==> src/rtl/huff_pkg.sv <==
// rtl/huff_pkg.sv - shared types and code constants for the Huffman stream decoder
package huff_pkg;

    localparam int SYM_W = 3;

    typedef logic [SYM_W-1:0] sym_t;

    // Symbol produced by each complete code word
    localparam sym_t SYM_CODE_0    = 3'd1;
    localparam sym_t SYM_CODE_100  = 3'd3;
    localparam sym_t SYM_CODE_101  = 3'd2;
    localparam sym_t SYM_CODE_111  = 3'd4;
    localparam sym_t SYM_CODE_1101 = 3'd5;
    localparam sym_t SYM_CODE_1100 = 3'd6;

    // Position in the code tree: the bits of a partial code seen so far
    typedef enum logic [2:0] {
        W_ROOT,
        W_P1,
        W_P10,
        W_P11,
        W_P110
    } walk_state_t;

    typedef enum logic [1:0] {
        C_IDLE,
        C_SHIFT,
        C_STALL
    } ctrl_state_t;

endpackage

==> src/rtl/huff_code_walk.sv <==
// rtl/huff_code_walk.sv - code-tree walker, one coded bit per enabled cycle
// sym_done/sym_code are combinational for the bit presented this cycle, so the
// caller can push the symbol on the same edge that consumes the completing bit.
// clear drops any partial code (used on flush).
module huff_code_walk
    import huff_pkg::*;
(
    input  logic clk,
    input  logic reset,
    input  logic clear,
    input  logic bit_in,
    input  logic bit_en,
    output logic sym_done,
    output sym_t sym_code,
    output logic at_root
);

    walk_state_t r_state;
    walk_state_t w_next;
    logic        w_done;
    sym_t        w_code;

    // Next tree position and completed symbol for the current bit
    always_comb begin
        w_next = r_state;
        w_done = 1'b0;
        w_code = '0;
        case (r_state)
            W_ROOT: begin
                if (bit_in) begin
                    w_next = W_P1;
                end else begin
                    w_done = 1'b1;
                    w_code = SYM_CODE_0;
                end
            end
            W_P1: begin
                w_next = bit_in ? W_P11 : W_P10;
            end
            W_P10: begin
                w_done = 1'b1;
                w_code = bit_in ? SYM_CODE_101 : SYM_CODE_100;
                w_next = W_ROOT;
            end
            W_P11: begin
                if (bit_in) begin
                    w_done = 1'b1;
                    w_code = SYM_CODE_111;
                    w_next = W_ROOT;
                end else begin
                    w_next = W_P110;
                end
            end
            W_P110: begin
                w_done = 1'b1;
                w_code = bit_in ? SYM_CODE_1101 : SYM_CODE_1100;
                w_next = W_ROOT;
            end
            default: begin
                w_next = W_ROOT;
            end
        endcase
    end

    // Advance only on enabled bits; clear returns to the root
    always_ff @(posedge clk or negedge reset) begin
        if (!reset) begin
            r_state <= W_ROOT;
        end else if (clear) begin
            r_state <= W_ROOT;
        end else if (bit_en) begin
            r_state <= w_next;
        end
    end

    assign sym_done = w_done && bit_en;
    assign sym_code = bit_en ? w_code : '0;
    assign at_root  = (r_state == W_ROOT);

endmodule

==> src/rtl/huff_stream_ctrl.sv <==
// rtl/huff_stream_ctrl.sv - byte-in, symbol-out Huffman stream decoder with output FIFO
// Optional feature: define HUFF_SYM_COUNT_EN to add the 16-bit sym_count output
// counting symbols handed out on the sym_valid/sym_ready handshake.
module huff_stream_ctrl
    import huff_pkg::*;
#(
    parameter int FIFO_DEPTH = 4
) (
    input  logic       clk,
    input  logic       reset,
    input  logic [7:0] in_byte,
    input  logic       in_valid,
    output logic       in_ready,
    input  logic       flush,
    output sym_t       sym,
    output logic       sym_valid,
    input  logic       sym_ready,
    output logic       code_pending,
    output logic       busy
`ifdef HUFF_SYM_COUNT_EN
    ,
    output logic [15:0] sym_count
`endif
);

    localparam int PW = (FIFO_DEPTH > 1) ? $clog2(FIFO_DEPTH) : 1;
    localparam int CW = PW + 1;
    localparam logic [CW-1:0] DEPTH_C = CW'(FIFO_DEPTH);

    ctrl_state_t   r_state;
    logic [7:0]    r_shift;
    logic [2:0]    r_bit_cnt;
    sym_t          r_mem [FIFO_DEPTH];
    logic [PW-1:0] r_rd_ptr;
    logic [PW-1:0] r_wr_ptr;
    logic [CW-1:0] r_count;

    logic w_pop;
    logic w_room;
    logic w_consume;
    logic w_last;
    logic w_in_ready;
    logic w_accept;
    logic w_push;
    sym_t w_sym_code;
    logic w_at_root;

    // A bit may be consumed when the FIFO has a free slot, counting a slot
    // freed by a pop on the same edge; flush overrides everything.
    assign w_pop      = (r_count != '0) && sym_ready;
    assign w_room     = (r_count < DEPTH_C) || w_pop;
    assign w_consume  = (r_state == C_SHIFT) && w_room && !flush;
    assign w_last     = w_consume && (r_bit_cnt == 3'd0);
    assign w_in_ready = !flush && ((r_state == C_IDLE) || w_last);
    assign w_accept   = in_valid && w_in_ready;

    huff_code_walk u_walk (
        .clk      (clk),
        .reset    (reset),
        .clear    (flush),
        .bit_in   (r_shift[7]),
        .bit_en   (w_consume),
        .sym_done (w_push),
        .sym_code (w_sym_code),
        .at_root  (w_at_root)
    );

    // Control FSM: load bytes, shift out one bit per cycle, stall on a full FIFO
    always_ff @(posedge clk or negedge reset) begin
        if (!reset) begin
            r_state   <= C_IDLE;
            r_shift   <= '0;
            r_bit_cnt <= '0;
        end else if (flush) begin
            r_state   <= C_IDLE;
            r_shift   <= '0;
            r_bit_cnt <= '0;
        end else begin
            case (r_state)
                C_IDLE: begin
                    if (w_accept) begin
                        r_shift   <= in_byte;
                        r_bit_cnt <= 3'd7;
                        r_state   <= C_SHIFT;
                    end
                end
                C_SHIFT: begin
                    if (w_consume) begin
                        if (r_bit_cnt == 3'd0) begin
                            if (w_accept) begin
                                r_shift   <= in_byte;
                                r_bit_cnt <= 3'd7;
                            end else begin
                                r_shift <= '0;
                                r_state <= C_IDLE;
                            end
                        end else begin
                            r_shift   <= {r_shift[6:0], 1'b0};
                            r_bit_cnt <= r_bit_cnt - 3'd1;
                        end
                    end else begin
                        r_state <= C_STALL;
                    end
                end
                C_STALL: begin
                    if (w_room) begin
                        r_state <= C_SHIFT;
                    end
                end
                default: begin
                    r_state <= C_IDLE;
                end
            endcase
        end
    end

    // FIFO storage; contents are only visible through the valid head
    always_ff @(posedge clk) begin
        if (w_push) begin
            r_mem[r_wr_ptr] <= w_sym_code;
        end
    end

    // FIFO pointers and occupancy; push and pop on one edge both take effect
    always_ff @(posedge clk or negedge reset) begin
        if (!reset) begin
            r_rd_ptr <= '0;
            r_wr_ptr <= '0;
            r_count  <= '0;
        end else begin
            if (w_push) begin
                r_wr_ptr <= r_wr_ptr + 1'b1;
            end
            if (w_pop) begin
                r_rd_ptr <= r_rd_ptr + 1'b1;
            end
            r_count <= r_count + {{PW{1'b0}}, w_push} - {{PW{1'b0}}, w_pop};
        end
    end

`ifdef HUFF_SYM_COUNT_EN
    // Count delivered symbols; survives flush, wraps naturally at 16 bits
    always_ff @(posedge clk or negedge reset) begin
        if (!reset) begin
            sym_count <= '0;
        end else if (w_pop) begin
            sym_count <= sym_count + 16'd1;
        end
    end
`endif

    assign in_ready     = w_in_ready;
    assign sym_valid    = (r_count != '0);
    assign sym          = sym_valid ? r_mem[r_rd_ptr] : '0;
    assign code_pending = !w_at_root;
    assign busy         = (r_state != C_IDLE) || sym_valid;

endmodule

==> config.mk <==
export PLATFORM = sky130hd
export DESIGN_NAME = huff_stream_ctrl
export DESIGN_NICKNAME = d
export VERILOG_FILES = /design/src/rtl/huff_pkg.sv /design/src/rtl/huff_code_walk.sv /design/src/rtl/huff_stream_ctrl.sv
export SDC_FILE = /design/constraint.sdc
export NUM_CORES = 1
export LEC_CHECK = 0
export CAP_MARGIN = 10
export CORE_MARGIN = 2
export CORE_UTILIZATION = 40
export DETAILED_ROUTE_END_ITERATION = 10
export GPL_TIMING_DRIVEN = 1
export HOLD_SLACK_MARGIN = 0.02
export PLACE_DENSITY = 0.64
export REMOVE_ABC_BUFFERS = 1
export SYNTH_ARGS = -nofsm -noshare
export SYNTH_HDL_FRONTEND = slang
export SYNTH_SLANG_ARGS = --single-unit
==> constraint.sdc <==
create_clock -name clk -period 2.5 [get_ports clk]
set_input_delay 0.5 -clock clk [delete_from_list [all_inputs] [get_ports clk]]
set_output_delay 0.5 -clock clk [all_outputs]
set_load 0.01 [all_outputs]
==> flow_metrics.tcl, run 1 <==
set metrics [dict create \
    status "finished clean" \
    hp-class "reg -> reg" \
    clkSinkCount 35 \
    vdd_drop_max_mv 0.240 \
    wirelength_mm 3.37 \
    io_pins 20 \
    stdcell_area_mm2 0.00218 \
    maxCapViolCount 0 \
    synth_area_mm2 0.00181 \
    cts_tree "done" \
    grt_overflow 0 \
    path_class "reg -> out" \
    pwr-share-seq_pct 44.3 \
    grt_max_degree 24 \
    p_int_mw 1.25 \
    routed_via_density 5.32 \
    cp.required_ns 2.00 \
    firstDrtPassIters 4 \
    crit_start "r_count[1]" \
    crit_fanout 6 \
    hpwl_mm 2.46 \
    cp-start-kind "register" \
    fmax_ghz 0.412 \
    cts-buffers-inserted 5 \
    fin_hold_ws_ns 0.515 \
    final_cells 231 \
    power.share.clock_pct 21.3 \
    grt_pass1_vias 1238 \
    fin_skew_ns 0.00515 \
    finalWorstPathRequiredPeriod_ns 2.43 \
    clk_path_buf_depth 2 \
    routabilityCongestion 0.862 \
    reg2reg_depth 9 \
    clk_pin_slew_worst_paths_ns 0.07 \
    h-tree-depth 2 \
    drive_above_1_share_pct 16.2 \
    min_path_cells 1 \
    power_mw 1.84 \
    grt_pass1_wl_mm 5.85 \
    final_util_pct 50.0 \
    rsz0062_at_grt "false" \
    syn_to_final_growth_pct 20.5 \
    portBuffers 19 \
    ant_nets 0 \
    min_period_over_period_pct 97.2 \
    powerDensity_mw_per_mm2 847 \
    p_comb_share_pct 34.5 \
    nNetsFinal 200 \
    netlist_instances 151 \
    slew_viol_final 0 \
    ys_top_cells_by_area "dfrtp_1 32%, edfxtp_1 20%, ha_1 5.5%" \
    syn-mean-instance-area_um2 12.0 \
    antenna_found_initial 0 \
    endpoint "busy" \
    worstReg2RegStart "r_shift[7]" \
    grt_use_total_pct 15.2 \
    p_leak_nw 0.907 \
    clk-insertion-delay-late_ns 0.29 \
    drt-wirelength-per-cell_um 14.6 \
    die_w_um 71.2 \
    p_switching_mw 0.589 \
    fp.coreArea_mm2 0.00435 \
    synth_cell_types 44 \
    synthFlopType "dfrtp_1" \
    drc 0 \
    dieArea_mm2 0.00507 \
    end_kind "output pin" \
    worstPathArrival_ns 1.93 \
    yosysTopAreaCell "dfrtp_1" \
    setup_viol 0 \
    drt-initial-drc-count 48 \
    r2r-end "r_count[2]" \
    tightest_slew_ns 0.484 \
    synth-seq-cells 35 \
    num_vias 1230 \
    synthArstFlopShare_pct 65.7 \
    seq_area_frac_synth_pct 51.8 \
    dieHeight_um 71.2 \
    placed_cells 223 \
    hold_viol_final 0 \
    n_fill_cell 394 \
    synth_edf_count 12 \
    antenna_cells 0 \
    place_area_mm2 0.00208 \
    yosysWarnings 0 \
    relSlewSlack_pct 67.5 \
    cts_root_buffer "clkbuf_8" \
    synth_top_area_share_pct 31.9 \
    reg2reg_slack_ns 0.26 \
    row_count 24 \
    most-common-layout-cells "22 x dfrtp_1, 18 x clkdlybuf4s50_1, 13 x inv_1" \
    final_common_cell "dfrtp_1" \
    swShare_pct 32.0 \
    start_util_pct 41.5 \
]
## cells in the mapped netlist (all sizes together), types with 3 or more instances
| master | instances |
|---|---|
| dfrtp | 23 |
| and2 | 15 |
| inv | 13 |
| edfxtp | 12 |
| nor2 | 9 |
| ha | 8 |
| a221o | 7 |
| nand2 | 6 |
| a21oi | 5 |
| buf | 5 |
| nor3 | 5 |
| or3 | 4 |
| xnor2 | 4 |
| clkbuf | 3 |
| mux4 | 3 |
## power groups by stage
stage / Clock, mW / Sequential (mW) / Combinational, mW
2_1_floorplan: 0 / 0.793 / 0.403
3_5_place_dp: 0 / 0.822 / 0.634
6_report: 0.392 / 0.816 / 0.635
5_1_grt: 0.419 / 0.836 / 0.715
4_1_cts: 0.402 / 0.813 / 0.642
3_3_place_gp: 0 / 0.810 / 0.602
## worst min-delay path by stage
stage              endpoint        from
2_1_floorplan  r_bit_cnt[0]       reset
3_3_place_gp     r_count[0]  r_count[0]
3_5_place_dp     r_shift[0]  r_shift[0]
4_1_cts          r_shift[0]  r_shift[0]
5_1_grt          r_shift[0]  r_shift[0]
6_report         r_shift[7]  r_shift[6]
## sequential cells by signal, summed over array words and instances, names as in the netlist
register / count
r_bit_cnt: 3
r_count: 3
r_mem: 12
r_rd_ptr: 2
r_shift: 8
r_state: 2
r_wr_ptr: 2
u_walk.r_state: 3
## metrics by stage
| step | setup slack, ns | TNS [ns] |
|---|---|---|
| 6_report | 0.0702 | 0 |
| 5_1_grt | 0.00284 | 0 |
| 4_1_cts | 0.00649 | 0 |
| 3_5_place_dp | -0.0879 | -0.126 |
| 3_3_place_gp | -0.0579 | -0.0579 |
| 2_1_floorplan | 0.284 | 0 |
## final cells by class
class	count	area (um2)	area share (%)
clock inverter	2	7.51	0.345
multi-input combinational	95	786	36.1
clock buffer	6	72.6	3.33
timing repair buffer	28	260	12.0
sequential	35	937	43.0
tap	52	65.1	2.99
inverter	13	48.8	2.24
## timing repair
item | in CTS | in global routing
hold buffers | 0 | 0
setup buffers | 0 | 0
endpoints found under the setup margin | 1 | 5
pin swaps | 0 | 0
gates resized for setup | 2 | 3
hold endpoints to repair | 0 | 0
## kinds of logic after synthesis
family | synth area share, %
and+or+nand+nor | 16.1
DFF | 51.8
AOI/OAI and AO/OA | 11.4
buffers and inverters | 5.54
adders and majority gates | 6.65
xor gates and xnor gates | 2.91
muxes | 5.54
## layer usage
layer	wire (um)	up-vias	share of wire (%)	GRT usage (%)
met5	0	-	0	0
met4	79	0	2.3	9.43
met3	122	7	3.6	3.42
met2	1590	27	47	22.8
met1	1570	607	47	19.8
li1	-	589	-	-
## critical path: stages, from the launching register on
cell and delay, ns:
dfrtp_1 0.41, or3_4 0.43, or3_1 0.31, clkdlybuf4s50_1 0.48
Note: power is estimated with default switching activity, not from simulation.
==> run 2, diff against run 1 <==
--- a/config.mk
+++ b/config.mk
@@ -6,13 +6,17 @@
 export NUM_CORES = 1
 export LEC_CHECK = 0
 export CAP_MARGIN = 10
+export CELL_PAD_IN_SITES_DETAIL_PLACEMENT = 1
+export CELL_PAD_IN_SITES_GLOBAL_PLACEMENT = 1
 export CORE_MARGIN = 2
 export CORE_UTILIZATION = 40
+export CTS_CLUSTER_SIZE = 10
 export DETAILED_ROUTE_END_ITERATION = 10
 export GPL_TIMING_DRIVEN = 1
 export HOLD_SLACK_MARGIN = 0.02
-export PLACE_DENSITY = 0.64
+export PLACE_DENSITY = 0.75
 export REMOVE_ABC_BUFFERS = 1
+export SKIP_LAST_GASP = 1
 export SYNTH_ARGS = -nofsm -noshare
 export SYNTH_HDL_FRONTEND = slang
 export SYNTH_SLANG_ARGS = --single-unit
==> flow_metrics.tcl, run 2 (synthesized netlist as in run 1, its figures left out) <==
set metrics [dict create \
    power.share.clock_pct 25.7 \
    final_common_cell "dfrtp_1" \
    status "finished clean" \
    min_to "r_shift[0]" \
    nNetsFinal 200 \
    num_vias 1242 \
    row_count 24 \
    dieArea_mm2 0.00507 \
    most-common-layout-cells "22 x dfrtp_1, 18 x clkdlybuf4s50_1, 13 x inv_1" \
    cts_tree "done" \
    drt-initial-drc-count 60 \
    pwr-share-seq_pct 41.2 \
    h-tree-depth 2 \
    critPathMaxStageDelay_ns 0.48 \
    drt-wirelength-per-cell_um 17.5 \
    die_w_um 71.2 \
    antenna_cells 0 \
    portBuffers 19 \
    min_period_over_period_pct 96.4 \
    path_class "reg -> out" \
    largest_reg_flops 12 \
    routed_via_density 5.38 \
    tightest_slew_ns 0.489 \
    grt_use_total_pct 18.7 \
    hpwl_mm 2.95 \
    hold_viol_final 0 \
    cp_top_family "simple AND/OR/NAND/NOR gates" \
    cts_root_buffer "clkbuf_8" \
    fmax_ghz 0.415 \
    io_pins 20 \
    path_cells "or3_4, or3_1, clkdlybuf4s50_1" \
    grt_pass1_vias 1380 \
    grt_max_degree 24 \
    reg2reg_depth 9 \
    regMostFlops "r_mem" \
    p_leak_nw 0.910 \
    worst-path-buf-inv 1 \
    cp-start-kind "register" \
    p_switching_mw 0.623 \
    placed_cells 223 \
    cts-buffers-inserted 5 \
    p_int_mw 1.35 \
    maxCapViolCount 0 \
    place_area_mm2 0.00208 \
    ant_nets 0 \
    reg2reg_slack_ns 0.18 \
    hp-start "r_shift[0]" \
    syn_to_final_growth_pct 21.4 \
    fin_skew_ns 0.0124 \
    fp.coreArea_mm2 0.00435 \
    crit_fanout 6 \
    drc 0 \
    worstReg2RegStart "r_shift[7]" \
    grt_pass1_wl_mm 7.18 \
    worstPathArrival_ns 1.91 \
    start_util_pct 41.5 \
    end_kind "output pin" \
    min_path_cells 1 \
    swShare_pct 31.6 \
    post_cts_buffers 0 \
    final_util_pct 50.4 \
    dieHeight_um 71.2 \
    top_regs "r_mem: 12 flops, r_shift: 8 flops" \
    stdcell_area_mm2 0.00219 \
    finalWorstPathRequiredPeriod_ns 2.41 \
    crit_path_top_delay_cell "clkdlybuf4s50_1" \
    hp-class "reg -> reg" \
    slew_viol_final 0 \
    final_cells 231 \
    setup_viol 0 \
    antenna_found_initial 0 \
    n_fill_cell 458 \
    final-seq-area_um2 937 \
    drive_above_1_share_pct 16.8 \
    cp.required_ns 2.00 \
    wirelength_mm 4.04 \
    multi_input_area_um2 778 \
    firstDrtPassIters 6 \
    routabilityCongestion 0.867 \
    r2r-end "r_count[2]" \
    hold_buffers 0 \
    powerDensity_mw_per_mm2 900 \
    p_comb_share_pct 33.0 \
    clkSinkCount 35 \
    clk_path_buf_depth 2 \
    clk_pin_slew_worst_paths_ns 0.08 \
    rsz0062_at_grt "false" \
    grt_overflow 0 \
    vdd_drop_max_mv 0.319 \
    relSlewSlack_pct 67.3 \
    clk-insertion-delay-late_ns 0.30 \
]
## run 2: cell type report
class / instances / area share [%]
tap: 52 / 2.97
timing repair buffer: 28 / 11.7
sequential: 35 / 42.7
clock buffer: 5 / 3.14
multi-input combinational: 95 / 35.5
inverter: 13 / 2.22
clock inverter: 3 / 1.77
## run 2: worst max-delay path by stage
stage,startpoint,end,cells after the start
2_1_floorplan,sym_ready,r_count[2],9
5_1_grt,r_count[1],busy,3
3_3_place_gp,sym_ready,r_count[2],10
6_report,r_count[1],busy,3
4_1_cts,r_count[1],busy,3
3_5_place_dp,sym_ready,r_count[2],10
## run 2: per-stage QoR
stage	hold WS (ns)	TNS [ns]	setup WS (ns)	power (mW)
6_report	0.523	0	0.0896	1.97
5_1_grt	0.553	0	0.0250	2.11
4_1_cts	0.526	0	0.00831	2.00
3_5_place_dp	0.501	-0.195	-0.142	1.48
3_3_place_gp	0.484	-0.0501	-0.0501	1.42
2_1_floorplan	0.204	0	0.284	1.20
## run 2: power groups by stage
stage               logic [mW]  registers (mW)  clock network [mW]
floorplan                0.403           0.793                   0
global placement         0.606           0.810                   0
detailed placement       0.656           0.823                   0
CTS                      0.659           0.813               0.526
global route             0.734           0.835               0.544
finish                   0.652           0.813               0.508
## run 2: worst register-to-register path, stage by stage, from the launching register on
cell	delay, ns
dfrtp_1	0.46
nor2b_1	0.18
a211o_1	0.32
a21oi_4	0.14
inv_1	0.06
ha_1	0.26
inv_1	0.04
ha_1	0.19
fa_1	0.42
xnor2_1	0.14
## run 2: timing repair
action | CTS | global route
cloned | 0 | 0
pin swaps | 0 | 0
resized for setup | 2 | 2
setup endpoints to repair | 1 | 4
## run 2: routing by layer
layer | vias up | global-route usage, % | routed length (um) | part of all wire (%)
met2 | 18 | 30.1 | 2070 | 51
met3 | 5 | 4.84 | 131 | 3.2
met4 | 0 | 7.55 | 70 | 1.7
li1 | 590 | - | - | -
met5 | - | 0 | 0 | 0
met1 | 629 | 24.0 | 1770 | 44
==> run 3, diff against run 2 <==
--- a/config.mk
+++ b/config.mk
@@ -10,10 +10,9 @@
 export CELL_PAD_IN_SITES_GLOBAL_PLACEMENT = 1
 export CORE_MARGIN = 2
 export CORE_UTILIZATION = 40
-export CTS_CLUSTER_SIZE = 10
 export DETAILED_ROUTE_END_ITERATION = 10
 export GPL_TIMING_DRIVEN = 1
-export HOLD_SLACK_MARGIN = 0.02
+export HOLD_SLACK_MARGIN = 0.15
 export PLACE_DENSITY = 0.75
 export REMOVE_ABC_BUFFERS = 1
 export SKIP_LAST_GASP = 1
==> results of run 3 <==
The final DEF is identical to that of run 2; final timing and power are the same.
